### src/rtl/avalon_uart_mailbox_slave_pkg.sv
// Shared constants and types for the UART-bridge mailbox slave.
package avalon_uart_pkg;

    localparam logic [4:0] ADDR_INSTR = 5'h00;
    localparam logic [4:0] ADDR_DATA  = 5'h04;
    localparam logic [4:0] ADDR_ADDR  = 5'h08;
    localparam logic [4:0] ADDR_TX    = 5'h0C;
    localparam logic [4:0] ADDR_CTRL  = 5'h10;

    typedef enum logic [1:0] {
        TAG_INSTR = 2'd0,
        TAG_DATA  = 2'd1,
        TAG_ADDR  = 2'd2,
        TAG_CTRL  = 2'd3
    } rx_tag_t;

    typedef enum logic [1:0] {
        IDLE,
        WR_STALL,
        RD_STALL,
        RD_RESP
    } mbox_state_t;

    // Status fields are 8 bits wide; a 256-deep FIFO saturates rather than reading back as 0.
    function automatic logic [7:0] sat_count8(input logic [31:0] c);
        return (c > 32'd255) ? 8'hFF : c[7:0];
    endfunction

endpackage

### src/rtl/avalon_uart_mailbox_slave_if.sv
// Avalon-MM bus between the UART bridge master and the mailbox slave.
interface avalon_uart_mailbox_slave_if;

    logic [31:0] ADDRESS;
    logic        BEGINTRANSFER;
    logic        READ;
    logic        WRITE;
    logic [31:0] WRITEDATA;
    logic        LOCK;
    logic [31:0] READDATA;
    logic        WAITREQUEST;

    modport master (
        output ADDRESS, BEGINTRANSFER, READ, WRITE, WRITEDATA, LOCK,
        input  READDATA, WAITREQUEST
    );

    modport slave (
        input  ADDRESS, BEGINTRANSFER, READ, WRITE, WRITEDATA, LOCK,
        output READDATA, WAITREQUEST
    );

endinterface

### src/rtl/avalon_uart_mailbox_slave_fifo.sv
// Synchronous FIFO with occupancy count; push ignored when full, pop ignored when empty.
module sync_fifo #(
    parameter int unsigned WIDTH = 32,
    parameter int unsigned DEPTH = 4,
    localparam int unsigned AW   = (DEPTH > 1) ? $clog2(DEPTH) : 1,
    localparam int unsigned CW   = $clog2(DEPTH + 1)
) (
    input  logic             clk,
    input  logic             rst_n,
    input  logic             push,
    input  logic [WIDTH-1:0] push_data,
    input  logic             pop,
    output logic [WIDTH-1:0] pop_data,
    output logic             full,
    output logic             empty,
    output logic [CW-1:0]    count
);

    logic [WIDTH-1:0] mem [DEPTH];
    logic [AW-1:0]    wr_ptr;
    logic [AW-1:0]    rd_ptr;
    logic             do_push;
    logic             do_pop;

    assign full     = (count == CW'(DEPTH));
    assign empty    = (count == '0);
    assign pop_data = mem[rd_ptr];
    assign do_push  = push && !full;
    assign do_pop   = pop && !empty;

    always_ff @(posedge clk or negedge rst_n) begin
        if (!rst_n) begin
            wr_ptr <= '0;
            rd_ptr <= '0;
            count  <= '0;
        end else begin
            if (do_push) wr_ptr <= wr_ptr + AW'(1);
            if (do_pop)  rd_ptr <= rd_ptr + AW'(1);
            case ({do_push, do_pop})
                2'b10:   count <= count + CW'(1);
                2'b01:   count <= count - CW'(1);
                default: count <= count;
            endcase
        end
    end

    always_ff @(posedge clk) begin
        if (do_push) mem[wr_ptr] <= push_data;
    end

endmodule

### src/rtl/avalon_uart_mailbox_slave.sv
// Avalon-MM slave terminating the UART bridge: tagged writes feed an RX FIFO,
// reads of the TX address drain a TX FIFO, with bounded stall on empty.
module avalon_uart_mailbox_slave
    import avalon_uart_pkg::*;
#(
    parameter int unsigned DEPTH        = 4,
    parameter int unsigned TIMEOUT      = 1024,
    parameter logic [31:0] TIMEOUT_WORD = 32'hDEADBEEF
) (
    input  logic                          CLK,
    input  logic                          RST_N,
    avalon_uart_mailbox_slave_if.slave    bus,
    output logic [31:0]                   rx_data,
    output logic [1:0]                    rx_tag,
    output logic                          rx_valid,
    input  logic                          rx_ready,
    input  logic [31:0]                   tx_data,
    input  logic                          tx_valid,
    output logic                          tx_ready,
    output logic                          timeout_err
);

    localparam int unsigned CW = $clog2(DEPTH + 1);
    localparam int unsigned TW = $clog2(TIMEOUT + 1);

    mbox_state_t   state;
    mbox_state_t   state_next;
    logic [TW-1:0] timer;
    logic          timer_clr;
    logic          timer_inc;
    logic          timeout_hit;

    logic          stall;
    logic          rd_load;
    logic [31:0]   rd_next;
    logic          err_set;
    logic          err_clr;

    logic [4:0]    addr;
    logic          wr_mapped;
    rx_tag_t       wr_tag;
    logic [31:0]   status;

    logic          rx_push;
    logic          rx_full;
    logic          rx_empty;
    logic [CW-1:0] rx_count;
    logic [33:0]   rx_head;

    logic          tx_push;
    logic          tx_pop;
    logic          tx_full;
    logic          tx_empty;
    logic [CW-1:0] tx_count;
    logic [31:0]   tx_head;

    logic          unused_bits;

    assign unused_bits = ^{bus.ADDRESS[31:5], bus.BEGINTRANSFER, bus.LOCK};

    assign addr     = bus.ADDRESS[4:0];
    assign status   = {timeout_err, 15'd0, sat_count8(32'(tx_count)), sat_count8(32'(rx_count))};
    assign tx_push  = tx_valid && !tx_full;
    assign tx_ready = !tx_full;
    assign rx_valid = !rx_empty;
    assign rx_tag   = rx_head[33:32];
    assign rx_data  = rx_head[31:0];

    assign bus.WAITREQUEST = stall;

    // A push landing in the final stall cycle defers the timeout so the word is popped next cycle.
    assign timeout_hit = (timer == TW'(TIMEOUT - 1)) && !tx_push;

    always_comb begin
        wr_mapped = 1'b1;
        wr_tag    = TAG_INSTR;
        case (addr)
            ADDR_INSTR: wr_tag = TAG_INSTR;
            ADDR_DATA:  wr_tag = TAG_DATA;
            ADDR_ADDR:  wr_tag = TAG_ADDR;
            ADDR_CTRL:  wr_tag = TAG_CTRL;
            default:    wr_mapped = 1'b0;
        endcase
    end

    always_comb begin
        state_next = state;
        stall      = 1'b0;
        rx_push    = 1'b0;
        tx_pop     = 1'b0;
        rd_load    = 1'b0;
        rd_next    = '0;
        timer_clr  = 1'b0;
        timer_inc  = 1'b0;
        err_set    = 1'b0;
        err_clr    = 1'b0;
        case (state)
            IDLE: begin
                if (bus.WRITE) begin
                    if (wr_mapped) begin
                        if (rx_full) begin
                            stall      = 1'b1;
                            state_next = WR_STALL;
                        end else begin
                            rx_push = 1'b1;
                        end
                    end
                end else if (bus.READ) begin
                    stall      = 1'b1;
                    state_next = RD_RESP;
                    rd_load    = 1'b1;
                    if (addr == ADDR_TX) begin
                        if (!tx_empty) begin
                            tx_pop  = 1'b1;
                            rd_next = tx_head;
                        end else begin
                            rd_load    = 1'b0;
                            timer_clr  = 1'b1;
                            state_next = RD_STALL;
                        end
                    end else if (addr == ADDR_CTRL) begin
                        rd_next = status;
                        err_clr = 1'b1;
                    end
                end
            end
            WR_STALL: begin
                if (!bus.WRITE || !wr_mapped) begin
                    state_next = IDLE;
                end else if (rx_full) begin
                    stall = 1'b1;
                end else begin
                    rx_push    = 1'b1;
                    state_next = IDLE;
                end
            end
            RD_STALL: begin
                if (!bus.READ) begin
                    state_next = IDLE;
                end else begin
                    stall     = 1'b1;
                    timer_inc = 1'b1;
                    if (!tx_empty) begin
                        tx_pop     = 1'b1;
                        rd_load    = 1'b1;
                        rd_next    = tx_head;
                        state_next = RD_RESP;
                    end else if (timeout_hit) begin
                        rd_load    = 1'b1;
                        rd_next    = TIMEOUT_WORD;
                        err_set    = 1'b1;
                        state_next = RD_RESP;
                    end
                end
            end
            RD_RESP: state_next = IDLE;
            default: state_next = IDLE;
        endcase
    end

    always_ff @(posedge CLK or negedge RST_N) begin
        if (!RST_N) begin
            state        <= IDLE;
            timer        <= '0;
            bus.READDATA <= '0;
            timeout_err  <= 1'b0;
        end else begin
            state <= state_next;
            if (timer_clr)      timer <= '0;
            else if (timer_inc) timer <= timer + TW'(1);
            if (rd_load) bus.READDATA <= rd_next;
            if (err_set)      timeout_err <= 1'b1;
            else if (err_clr) timeout_err <= 1'b0;
        end
    end

    sync_fifo #(
        .WIDTH (34),
        .DEPTH (DEPTH)
    ) u_rx_fifo (
        .clk       (CLK),
        .rst_n     (RST_N),
        .push      (rx_push),
        .push_data ({wr_tag, bus.WRITEDATA}),
        .pop       (rx_ready),
        .pop_data  (rx_head),
        .full      (rx_full),
        .empty     (rx_empty),
        .count     (rx_count)
    );

    sync_fifo #(
        .WIDTH (32),
        .DEPTH (DEPTH)
    ) u_tx_fifo (
        .clk       (CLK),
        .rst_n     (RST_N),
        .push      (tx_push),
        .push_data (tx_data),
        .pop       (tx_pop),
        .pop_data  (tx_head),
        .full      (tx_full),
        .empty     (tx_empty),
        .count     (tx_count)
    );

endmodule
### src/flat_wrapper.sv
// flat-port wrapper written by rule: the top's interface ports become plain ports
module avalon_uart_mailbox_slave_flat import avalon_uart_pkg::*;
#(
    parameter int unsigned DEPTH        = 4,
    parameter int unsigned TIMEOUT      = 1024,
    parameter logic [31:0] TIMEOUT_WORD = 32'hDEADBEEF
)
  (CLK, RST_N, rx_data, rx_tag, rx_valid, rx_ready, tx_data, tx_valid, tx_ready, timeout_err, bus_ADDRESS, bus_BEGINTRANSFER, bus_READ, bus_WRITE, bus_WRITEDATA, bus_LOCK, bus_READDATA, bus_WAITREQUEST);
  avalon_uart_mailbox_slave_if bus_i ();
  input  logic CLK;
  input  logic RST_N;
  output logic [31:0] rx_data;
  output logic [1:0] rx_tag;
  output logic rx_valid;
  input  logic rx_ready;
  input  logic [31:0] tx_data;
  input  logic tx_valid;
  output logic tx_ready;
  output logic timeout_err;
  input wire logic [$bits(bus_i.ADDRESS)-1:0] bus_ADDRESS;
  input wire logic [$bits(bus_i.BEGINTRANSFER)-1:0] bus_BEGINTRANSFER;
  input wire logic [$bits(bus_i.READ)-1:0] bus_READ;
  input wire logic [$bits(bus_i.WRITE)-1:0] bus_WRITE;
  input wire logic [$bits(bus_i.WRITEDATA)-1:0] bus_WRITEDATA;
  input wire logic [$bits(bus_i.LOCK)-1:0] bus_LOCK;
  output wire logic [$bits(bus_i.READDATA)-1:0] bus_READDATA;
  output wire logic [$bits(bus_i.WAITREQUEST)-1:0] bus_WAITREQUEST;
  assign bus_i.ADDRESS = bus_ADDRESS;
  assign bus_i.BEGINTRANSFER = bus_BEGINTRANSFER;
  assign bus_i.READ = bus_READ;
  assign bus_i.WRITE = bus_WRITE;
  assign bus_i.WRITEDATA = bus_WRITEDATA;
  assign bus_i.LOCK = bus_LOCK;
  assign bus_READDATA = bus_i.READDATA;
  assign bus_WAITREQUEST = bus_i.WAITREQUEST;
  avalon_uart_mailbox_slave #(.DEPTH(DEPTH), .TIMEOUT(TIMEOUT), .TIMEOUT_WORD(TIMEOUT_WORD)) u_core (.CLK(CLK), .RST_N(RST_N), .bus(bus_i), .rx_data(rx_data), .rx_tag(rx_tag), .rx_valid(rx_valid), .rx_ready(rx_ready), .tx_data(tx_data), .tx_valid(tx_valid), .tx_ready(tx_ready), .timeout_err(timeout_err));
endmodule
### config.mk
export PLATFORM = sky130hd
export DESIGN_NAME = avalon_uart_mailbox_slave_flat
export DESIGN_NICKNAME = d
export VERILOG_FILES = /design/src/rtl/avalon_uart_mailbox_slave_pkg.sv /design/src/rtl/avalon_uart_mailbox_slave_if.sv /design/src/rtl/avalon_uart_mailbox_slave_fifo.sv /design/src/rtl/avalon_uart_mailbox_slave.sv /design/src/flat_wrapper.sv
export SDC_FILE = /design/constraint.sdc
export NUM_CORES = 1
export LEC_CHECK = 0
export ABC_AREA = 1
export BUFFER_PORTS_ARGS = -buffer_cell sky130_fd_sc_hd__buf_2
export CAP_MARGIN = 30
export CORE_MARGIN = 2
export CORE_UTILIZATION = 55
export CTS_CLUSTER_SIZE = 16
export DETAILED_ROUTE_END_ITERATION = 12
export PLACE_DENSITY_LB_ADDON = 0.25
export SLEW_MARGIN = 20
export SYNTH_ARGS = -nofsm -noshare
export SYNTH_HDL_FRONTEND = slang
export SYNTH_SLANG_ARGS = --single-unit
### constraint.sdc
create_clock -name CLK -period 8.1 [get_ports CLK]
set_input_delay 1.215 -clock CLK [delete_from_list [all_inputs] [get_ports CLK]]
set_output_delay 1.215 -clock CLK [all_outputs]
set_load 0.05 [all_outputs]
Yosys cells after proc, flatten, opt, wreduce, memory -nomap -nowiden
Memory sizes are Yosys's and may differ from the RTL's.
Cells that the tools add are included.
Word-level totals
  register bits after elaboration: 60
  RAM bits: 264
  memories kept: 2
  ROM bits: 0
  bits in latches: 0
Memory list
  u_core.u_rx_fifo.mem: depth 4, width 34, rd ports 1, clocked after Yosys merged registers in 0, wr ports 1, line avalon_uart_mailbox_slave_fifo.sv:19  | logic [WIDTH-1:0] mem [DEPTH];
  u_core.u_tx_fifo.mem: depth 4, width 32, rd ports 1, clocked after Yosys merged registers in 0, wr ports 1, line avalon_uart_mailbox_slave_fifo.sv:19
Operators by class
  magnitude comparators: 0
  div/mod/pow operators: 0
  add/subtract/negate cells: 9
  $mul: 0
  shift operators: 0
  reduce and logical (&&, ||, !) cells: 24
  bitwise gates (word level): 0
  muxes and demuxes: 71
  equal/unequal tests: 19
Operators with widths (number)
  32-bit two-way mux: 8
  32-bit one-hot mux with 2 select lines: 1
  1-bit two-way mux: 42
  11-bit two-way mux: 2
  2-bit two-way mux: 10
  3-bit one-hot mux with 2 select lines: 2
  11-bit by 1-bit adder with 11-bit output, second input constant: 1
  11-bit by 10-bit equality test with 1-bit output, second input constant: 1
  5-bit by 4-bit equality test with 1-bit output, second input constant: 2
  2-bit by 1-bit adder with 2-bit output, second input constant: 4
  2-bit equality test, second input constant: 4
  2-bit one-hot mux with 4 select lines: 1
  2-bit nonzero test: 4
  1-bit zero test: 7
  3-bit by 1-bit adder with 3-bit output, second input constant: 2
  2-bit by 1-bit equality test with 1-bit output, second input constant: 3
  3-bit equality test, second input constant: 2
  1-bit logical AND: 6
  3-bit zero test: 2
  3-bit by 2-bit inequality test with 1-bit output, second input constant: 2
  3-bit inequality test, second input constant: 2
  1-bit one-hot mux with 2 select lines: 3
  2-bit one-hot mux with 3 select lines: 1
  3-bit by 1-bit subtractor with 3-bit output, second input constant: 2
  other kinds (9): 9

Longest topological paths before layout
Gate-level depths: netlist of run 1.
  word-level depth: 10
  gate-level depth with buffers: 12

Modules after synthesis
A second synthesis of run 1 with hierarchy kept.
Unflattened totals
  cells, all modules: 1248
  area total of the unflattened synthesis: 14158.6 um^2
By module, submodules not included
  sync_fifo (u_core.u_rx_fifo): times used 1, cells an instance 458, area an instance 5924.4 um^2
  sync_fifo (u_core.u_tx_fifo): times used 1, cells an instance 435, area an instance 5562.8 um^2
  avalon_uart_mailbox_slave: times used 1, cells an instance 355, area an instance 2671.3 um^2

Least setup slack after synthesis of run 1
Ideal clock, no wire load.
  kind: input -> output
  start: input port bus_ADDRESS[1]
  end: output port bus_WAITREQUEST
  data required time: 6.885 ns
  data arrival time: 2.815 ns
  path slack: 4.070 ns
  stages on the path: 5
  buffers on the path: 0
  cell sequence: nor2_4 > nand3_1 > nand3_1 > nand3_1 > o21ai_0
On the way
  word-level cells in the longest chain between the ends: 7
  elaborated cells on any way between the ends: 12
  classes of those cells: 3 x eq/ne; 5 x mux; 4 x reduce/logical
RTL lines
  from (decl): line flat_wrapper.sv:20  | input wire logic [$bits(bus_i.ADDRESS)-1:0] bus_ADDRESS;
  5-bit by 3-bit equality test with 1-bit output (tied with other cells): line avalon_uart_mailbox_slave.sv:77  | case (addr)
  4-bit OR reduction (no line) (*)
  1-bit two-way mux (*): line avalon_uart_mailbox_slave.sv:77
  1-bit zero test: line avalon_uart_mailbox_slave.sv:128  | if (!bus.WRITE || !wr_mapped) begin
  1-bit logical OR: line avalon_uart_mailbox_slave.sv:128
  1-bit two-way mux: line avalon_uart_mailbox_slave.sv:128
  1-bit one-hot mux with 3 select lines (*): line avalon_uart_mailbox_slave.sv:97  | case (state)
  to (decl): line flat_wrapper.sv:27  | output wire logic [$bits(bus_i.WAITREQUEST)-1:0] bus_WAITREQUEST;
Mark *: on every way between the ends. The rest lies on a longest branch, timed or not.

Worst setup path after layout of run 1
Ends and elaborated chain as after synthesis.

==> results of run 1 <==
logic make-up after synthesis:
family	Yosys count
simple gates	370
flops	324
compound gates	224
buf+inv	124
fa+ha+maj	13
xor+xnor	9
state kept, by name, indices dropped and copies added, names as in the netlist:
register and count:
u_core.bus.READDATA 32, u_core.state 2, u_core.timeout_err 1, u_core.timer 11
u_core.u_rx_fifo.count 3, u_core.u_rx_fifo.mem 136, u_core.u_rx_fifo.rd_ptr 2, u_core.u_rx_fifo.wr_ptr 2
u_core.u_tx_fifo.count 3, u_core.u_tx_fifo.mem 128, u_core.u_tx_fifo.rd_ptr 2, u_core.u_tx_fifo.wr_ptr 2
final cells by class:
type                       count  area [um2]  share of cell area, %
sequential                   324        9430                   61.4
multi-input combinational    616        3120                   20.3
timing repair buffer         162        1100                   7.15
clock buffer                  51         935                   6.09
tap                          319         399                   2.60
inverter                      72         272                   1.77
clock inverter                11        98.8                  0.644
antenna                        2        5.00                 0.0326
metal layers:
metal  vias to the layer above  GRT usage, %  wire length [um]
met5                         -             0                14
met4                         4          7.14               568
met3                        49          5.04              1560
met2                       194          40.0             13900
met1                      4145          27.0             11100
li1                       4080             -                 -
placed cells by master (no fill, tap or decap), drive strengths merged:
cell type  count
inv           71
clkinvlp       1
o21bai         1
nor2         182
edfxtp       264
xor2           6
nor3           7
nor4           2
o22ai         65
clkinv        10
a21oi          8
nor3b          1
nand3         69
xnor2          3
nand2        106
diode          2
ha            11
clkbuf        51
o211a          1
o22a           1
bufinv         1
dfrtp         60
buf          162
fa             2
nand4          3
o21ai        148
power groups by stage:
stage | logic (mW) | clock network [mW] | registers [mW]
2_1_floorplan | 1.34 | 0 | 2.34
3_3_place_gp | 1.86 | 0 | 2.28
3_5_place_dp | 2.05 | 0 | 2.24
4_1_cts | 2.06 | 1.47 | 2.21
5_1_grt | 2.22 | 1.54 | 2.23
6_report | 2.04 | 1.44 | 2.21
worst max-delay path: cells and delay by family:
kind,cells,cell delay (ps)
AND/OR/NAND/NOR,4,590
buffers and inverters,3,460
AO/OA/AOI/OAI,2,250
final timing paths:
check                                                              end  slack [ps]  cells after the start
max in group asynchronous       u_core.u_rx_fifo.rd_ptr[0]$_DFFE_PN0P_        6630                      2
worst min register to register             u_core.timer[6]$_DFFE_PN0P_         480                      1
worst max register to register   u_core.u_tx_fifo.count[2]$_DFFE_PN0P_        5150                     11
worst max-delay path                                   bus_WAITREQUEST        4370                      9
min in group asynchronous                  u_core.state[1]$_DFFE_PN0P_         890                      2
worst min-delay path                       u_core.timer[6]$_DFFE_PN0P_         480                      1
metrics by stage:
step / power, mW / setup WS [ps] / hold WS [ps] / util, %
2_1_floorplan: 3.68 / 4070 / 455 / -
3_3_place_gp: 4.14 / 4200 / 473 / 59.8
3_5_place_dp: 4.29 / 4150 / 478 / 61.4
4_1_cts: 5.73 / 4330 / 486 / 65.8
5_1_grt: 5.99 / 4160 / 520 / 65.8
6_report: 5.68 / 4370 / 485 / 65.8
==> qor.csv, run 1 <==
stage,metric,value,unit
routing,initial DRC count,510,
worst_setup_path,kind of critical path,input port to output port,
routing,WL final,27200,um
routing,DRT antenna net count,0,
outcome,status,"complete, no violations",
worst_setup_path,crit path max-delay cell type,buf_2,
placed_design,routability congestion estimate from global placement,0.743,
floorplanning,row cnt,56,
synthesis,post-synthesis mux area share,0,%
sta,Slew Limit Fails,0,
pwr,Int Pwr,3.44,mW
cells_and_area,fillers,1748,
synthesis,most instantiated cells after synthesis,"edfxtp_1, nor2_1, o21ai_0, nand2_1, nand3_1",
synthesis,ys async rst share,18.5,%
sta,Tmin final,3730,ps
routing,DR vias/cell,5.44,
synthesis,post-synth top area cell,edfxtp_1,
grt,largest net degree at the start of global routing,61,
sta,relative slew slack,44.5,%
grt,vias in the first global route,8371,
cts,CTS Sinks,324,
sta,total negative slack,0,ps
grt,initial antenna violation count,3,
cts,CTS tree,yes,
worst_setup_path,"slowest stage delay, CP",300,ps
worst_setup_path,worst r2r src,u_core.state[1]$_DFFE_PN0P_,
min_path,hold_sp,u_core.timer[6]$_DFFE_PN0P_,
sta,Slew @ Worst Pin,832,ps
floorplanning,Initial Util,55.7,%
job,maxcap violations,0,
routing,1st-pass router iterations,4,
pwr,Psw,2.24,mW
cells_and_area,share of cells above drive strength 1,19.3,%
sta,final worst-path cycle share,46.1,%
worst_setup_path,WP data required,6880,ps
cells_and_area,nets,1327,
pwr,sw frac,39.5,%
min_path,Min-Delay Path Class,flop to flop,
synthesis,area of the mapped netlist,13000,um2
synthesis,Yosys reg bits,324,
synthesis,top-area cell type share of the netlist area,61.0,%
worst_setup_path,Worst EP arrival,2520,ps
cts,H-tree Lvls,2,
sta,final hold violation count,0,
cells_and_area,fin area,15400,um2
worst_setup_path,CP startpoint kind,input port,
cts,post-cts sizing count,0,
grt,Total GRT Usage,22.4,%
worst_setup_path,Crit. Startpoint,bus_ADDRESS[1],
synthesis,Synth Area in Adders,1.37,%
sta,clk_skew,12.5,ps
cts,post-CTS setup buffers,0,
pwr,Clk pwr share,25.3,%
placed_design,dpl cell area,14300,um2
sta,Final setup violation count,0,
cts,hold_buf cts,0,
worst_setup_path,"Cell Chain, Critical Path",buf_2 > nor2_4 > nand3_1 > nand3_1 > nand2_1 > o21ai_0 > inv_1 > o21ai_0 > buf_2,
sta,FMAX,268,MHz
sta,RSZ-0062 raised after global routing,no,
synthesis,Post-synth EDFFs,264,
grt,GRT overflow,0,
floorplanning,# IOs,174,
synthesis,Synth area leaders,"edfxtp_1, dfrtp_1, o21ai_0",
synthesis,synthesized instance count,1064,
cts,Num CTS Buffers,34,
worst_setup_path,Crit. End Element,output port,
synthesis,simple-gate share of the synthesized area,12.1,%
pwr,Comb pwr share,35.9,%
cells_and_area,Final Non-Filler Cells,1557,
floorplanning,chip height,158,um
synthesis,Yosys warning count,0,
pwr,PwrDens,370,nW/um2
synthesis,syn_nets,1181,
worst_setup_path,Max Fanout on Critical Path,6,
placed_design,Detailed Place HPWL,16800,um
cts,Clock Latency Late Sink,510,ps
placed_design,dpl cells,1493,
synthesis,sequential area share after synthesis,72.5,%
routing,routed length per placed instance,17.5,um
cells_and_area,area grow syn2layout,18.1,%
cts,clock-pin slew on the worst setup and hold paths,60,ps
synthesis,post-synthesis xor/xnor area fraction,0.606,%
grt,first-pass GRT wire length,43100,um
synthesis,post-synthesis compound-gate area fraction,9.42,%
synthesis,largest family of logic cells by synthesized area,simple AND/OR/NAND/NOR gates,
pwr,sequential power share,38.8,%
floorplanning,Die X,158,um
synthesis,Synth Flop Type,edfxtp_1,
floorplanning,die footprint,24900,um2
routing,Vias,8472,
placed_design,Port-buffer cells,144,
pwr,Pleak,6.04,nW
cts,Clock Path Buffers,3,
pwr,maximum vdd drop,0.233,mV
cts,CTS Root Cell,clkbuf_16,
floorplanning,area of the core,23300,um2
routing,DRC,0,
synthesis,most frequent cell after synthesis,edfxtp_1,
synthesis,synth unique cells,36,
synthesis,Syn Area/Cell,12.2,um2
(Power assumes the default switching activity.)
==> inputs of run 2 (changes only) <==
--- a/config.mk
+++ b/config.mk
@@ -5,7 +5,7 @@
 export SDC_FILE = /design/constraint.sdc
 export NUM_CORES = 1
 export LEC_CHECK = 0
-export ABC_AREA = 1
+export ABC_AREA = 0
 export BUFFER_PORTS_ARGS = -buffer_cell sky130_fd_sc_hd__buf_2
 export CAP_MARGIN = 30
 export CORE_MARGIN = 2
==> constraint.sdc (replaced) <==
create_clock -name CLK -period 3.8 [get_ports CLK]
set_input_delay 0.57 -clock CLK [delete_from_list [all_inputs] [get_ports CLK]]
set_output_delay 0.57 -clock CLK [all_outputs]
set_load 0.05 [all_outputs]
==> run 2 against run 1 <==
  * Critical path depth is 6 lower
  * Wire length shrank 16%
  * Cell area down 4.6%
  * Sequential power is 120% higher
  * Final cell count shrank 29%
  * Critical path type is now flop to output port
  * Synthesized cell count decreased by 41%
  * Clock-buffer cell count grew 1
  * Flip-flop and latch count unchanged
==> qor.csv, run 2 <==
stage,metric,value,unit,change
worst_setup_path,WP data required,3230,ps,was 6880 ps
grt,vias in the first global route,6733,,was 8371
cts,Clock Path Buffers,3,,unchanged
cts,CTS Sinks,324,,unchanged
worst_setup_path,kind of cell adding the most delay to the critical path,flip-flops,,was simple AND/OR/NAND/NOR gates
cells_and_area,"leading cell types in the layout, fill and taps excluded","edfxtp_1, buf_2, mux4_2, dfrtp_1, clkbuf_16",,"was edfxtp_1, nor2_1, buf_2"
synthesis,Post-synth EDFFs,264,,unchanged
synthesis,Syn Area/Cell,20.0,um2,was 12.2 um2
worst_setup_path,r2r endpoint,u_core.u_rx_fifo.mem[0][2]$_DFFE_PP_,,was u_core.u_tx_fifo.count[2]$_DFFE_PN0P_
min_path,Min-Delay Path Class,input port to asynchronous set/reset pin,,was flop to flop
cells_and_area,diode count,0,,was 2
sta,FMAX,336,MHz,
worst_setup_path,worst r2r path cells,5,,was 11
synthesis,most frequent cell after synthesis,edfxtp_1,,unchanged
grt,GRT overflow,0,,unchanged
sta,RSZ-0062 raised after global routing,no,,unchanged
placed_design,post-place setup slack,792,ps,was 4150 ps
routing,DRC,0,,unchanged
worst_setup_path,"reg-to-reg slack, setup",1220,ps,was 5150 ps
synthesis,top-area cell type share of the netlist area,63.0,%,was 61.0%
synthesis,syn_nets,745,,was 1181
sta,Slew Limit Fails,0,,unchanged
synthesis,post-synth top area cell,edfxtp_1,,unchanged
synthesis,synthesized instance count,628,,was 1064
worst_setup_path,kind of critical path,flop to output port,,was input port to output port
cells_and_area,Final Non-Filler Cells,1100,,was 1557
routing,1st-pass router iterations,4,,unchanged
synthesis,Synth Flop Type,edfxtp_1,,unchanged
synthesis,ys async rst share,18.5,%,unchanged
cts,post-CTS setup buffers,0,,unchanged
sta,final worst-path cycle share,78.4,%,
synthesis,synth unique cells,55,,was 36
worst_setup_path,"slowest stage delay, CP",810,ps,was 300 ps
job,maxcap violations,0,,unchanged
cells_and_area,Largest Register,u_core.u_rx_fifo.mem,,unchanged
cts,Clock Latency Late Sink,550,ps,was 510 ps
sta,total negative slack,0,ps,unchanged
cells_and_area,fin area,14600,um2,was 15400 um2
synthesis,most instantiated cells after synthesis,"edfxtp_1, dfrtp_1, mux4_2, nand2_1",,"was edfxtp_1, nor2_1, o21ai_0, nand2_1, nand3_1"
synthesis,Yosys reg bits,324,,unchanged
cells_and_area,nets,907,,was 1327
placed_design,Port-buffer cells,144,,unchanged
floorplanning,die footprint,24100,um2,was 24900 um2
worst_setup_path,Crit. End Element,output port,,unchanged
sta,clk_skew,7.68,ps,was 12.5 ps
pwr,Pleak,5.58,nW,was 6.04 nW
routing,WL final,22800,um,was 27200 um
routing,Vias,6305,,was 8472
cells_and_area,Largest regs,"u_core.u_rx_fifo.mem: 136 flops, u_core.u_tx_fifo.mem: 128 flops, u_core.bus.READDATA: 32 flops",,unchanged
cells_and_area,max FFs per register,136,,unchanged
sta,Slew @ Worst Pin,909,ps,was 832 ps
outcome,status,"complete, no violations",,unchanged
worst_setup_path,Worst EP arrival,2410,ps,was 2520 ps
worst_setup_path,CP startpoint kind,flop,,was input port
grt,Total GRT Usage,19.2,%,was 22.4%
sta,Tmin final,2980,ps,
synthesis,Yosys warning count,0,,unchanged
synthesis,sequential area share after synthesis,74.9,%,was 72.5%
sta,Hold Slack,65.8,ps,was 485 ps
floorplanning,Initial Util,55.8,%,was 55.7%
worst_setup_path,Max Fanout on Critical Path,20,,was 6
floorplanning,# IOs,174,,unchanged
floorplanning,row cnt,55,,was 56
cts,Num CTS Buffers,31,,was 34
routing,DRT antenna net count,0,,unchanged
cts,CTS Root Cell,clkbuf_16,,unchanged
placed_design,Detailed Place HPWL,14400,um,was 16800 um
floorplanning,Die X,155,um,was 158 um
placed_design,routability congestion estimate from global placement,0.815,,was 0.743
sta,final hold violation count,0,,unchanged
cells_and_area,"most common cell after layout, fill and taps aside",edfxtp_1,,unchanged
cts,clock-pin slew on the worst setup and hold paths,60,ps,about the same
cells_and_area,area grow syn2layout,16.3,%,was 18.1%
placed_design,dpl cell area,13600,um2,was 14300 um2
routing,initial DRC count,436,,was 510
cts,hold_buf cts,0,,unchanged
cts,CTS tree,yes,,unchanged
worst_setup_path,CP Depth,3,,was 9
cells_and_area,share of cells above drive strength 1,35.6,%,was 19.3%
grt,largest net degree at the start of global routing,36,,was 61
sta,final setup slack of the worst path,822,ps,was 4370 ps
synthesis,area of the mapped netlist,12600,um2,was 13000 um2
placed_design,dpl cells,1041,,was 1493
worst_setup_path,"Cell Chain, Critical Path",buf_12 > mux4_2 > buf_2,,was buf_2 > nor2_4 > nand3_1 > nand3_1 > nand2_1 > o21ai_0 > inv_1 > o21ai_0 > buf_2
worst_setup_path,worst r2r src,u_core.u_rx_fifo.count[0]$_DFFE_PN0P_,,was u_core.state[1]$_DFFE_PN0P_
pwr,PwrDens,776,nW/um2,was 370 nW/um2
synthesis,Synth area leaders,"edfxtp_1, dfrtp_1, mux4_2",,"was edfxtp_1, dfrtp_1, o21ai_0"
grt,first-pass GRT wire length,35900,um,was 43100 um
sta,relative slew slack,39.3,%,was 44.5%
floorplanning,chip height,155,um,was 158 um
cts,H-tree Lvls,1,,was 2
worst_setup_path,critical path buffer and inverter count,2,,was 3
grt,initial antenna violation count,2,,was 3
pwr,maximum vdd drop,0.513,mV,was 0.233 mV
sta,Final setup violation count,0,,unchanged
floorplanning,area of the core,22600,um2,was 23300 um2
cts,post-cts sizing count,0,,unchanged
routing,DR vias/cell,5.73,,was 5.44
routing,routed length per placed instance,20.7,um,was 17.5 um
worst_setup_path,crit path max-delay cell type,dfrtp_2,,was buf_2
==> run 2: cells by family (layout without fill, tap and decap cells) <==
logic type                 Yosys count  count (layout)  synth area share (%)
AOI/OAI and AO/OA                   41              41                  2.75
muxes                               68              68                  12.2
and+or+nand+nor                    117             117                  5.31
buffers and inverters               42             229                  1.83
DFF                                324             324                  74.9
xor gates and xnor gates            23              23                  1.60
adders and majority gates           13              13                  1.41
==> run 2: layout make-up <==
cell class                 count  area [um2]
sequential                   324        9430
fill                        1545        7930
multi-input combinational    262        2940
clock buffer                  52         935
timing repair buffer         156         861
tap                          285         357
inverter                      15        61.3
clock inverter                 6        58.8
==> run 2: power by group <==
part	switching (mW)	internal [mW]	total, mW
registers	0.386	4.44	4.83
logic	2.32	1.28	3.60
clock network	1.22	1.73	2.95
total	3.92	7.45	11.4
==> run 2: worst max path at each step <==
stage / startpoint / to / slack (ps)
3_3_place_gp: bus_ADDRESS[4] / u_core.u_rx_fifo.mem[0][2]$_DFFE_PP_ / 880
3_5_place_dp: bus_ADDRESS[4] / u_core.u_rx_fifo.mem[1][2]$_DFFE_PP_ / 790
4_1_cts: u_core.u_rx_fifo.rd_ptr[0]$_DFFE_PN0P_ / rx_data[31] / 750
6_report: u_core.u_rx_fifo.rd_ptr[0]$_DFFE_PN0P_ / rx_data[31] / 820
5_1_grt: u_core.u_rx_fifo.rd_ptr[0]$_DFFE_PN0P_ / rx_data[31] / 670
2_1_floorplan: bus_ADDRESS[1] / u_core.u_tx_fifo.count[2]$_DFFE_PN0P_ / 1130
==> run 2: routing by layer <==
| layer | part of all wire [%] | track usage [%] | wire [um] | vias up |
|---|---|---|---|---|
| li1 | - | - | - | 2831 |
| met4 | 2.8 | 6.33 | 630 | 2 |
| met1 | 40 | 23.5 | 9010 | 3259 |
| met3 | 6.1 | 4.21 | 1390 | 51 |
| met2 | 52 | 34.2 | 11800 | 162 |
| met5 | 0.057 | 0 | 13 | - |
==> run 2: through the flow <==
stage | utilization, % | power [mW]
2_1_floorplan | - | 7.65
3_3_place_gp | 60.4 | 8.40
3_5_place_dp | 60.4 | 8.51
4_1_cts | 64.8 | 11.5
5_1_grt | 64.9 | 11.9
6_report | 64.9 | 11.4
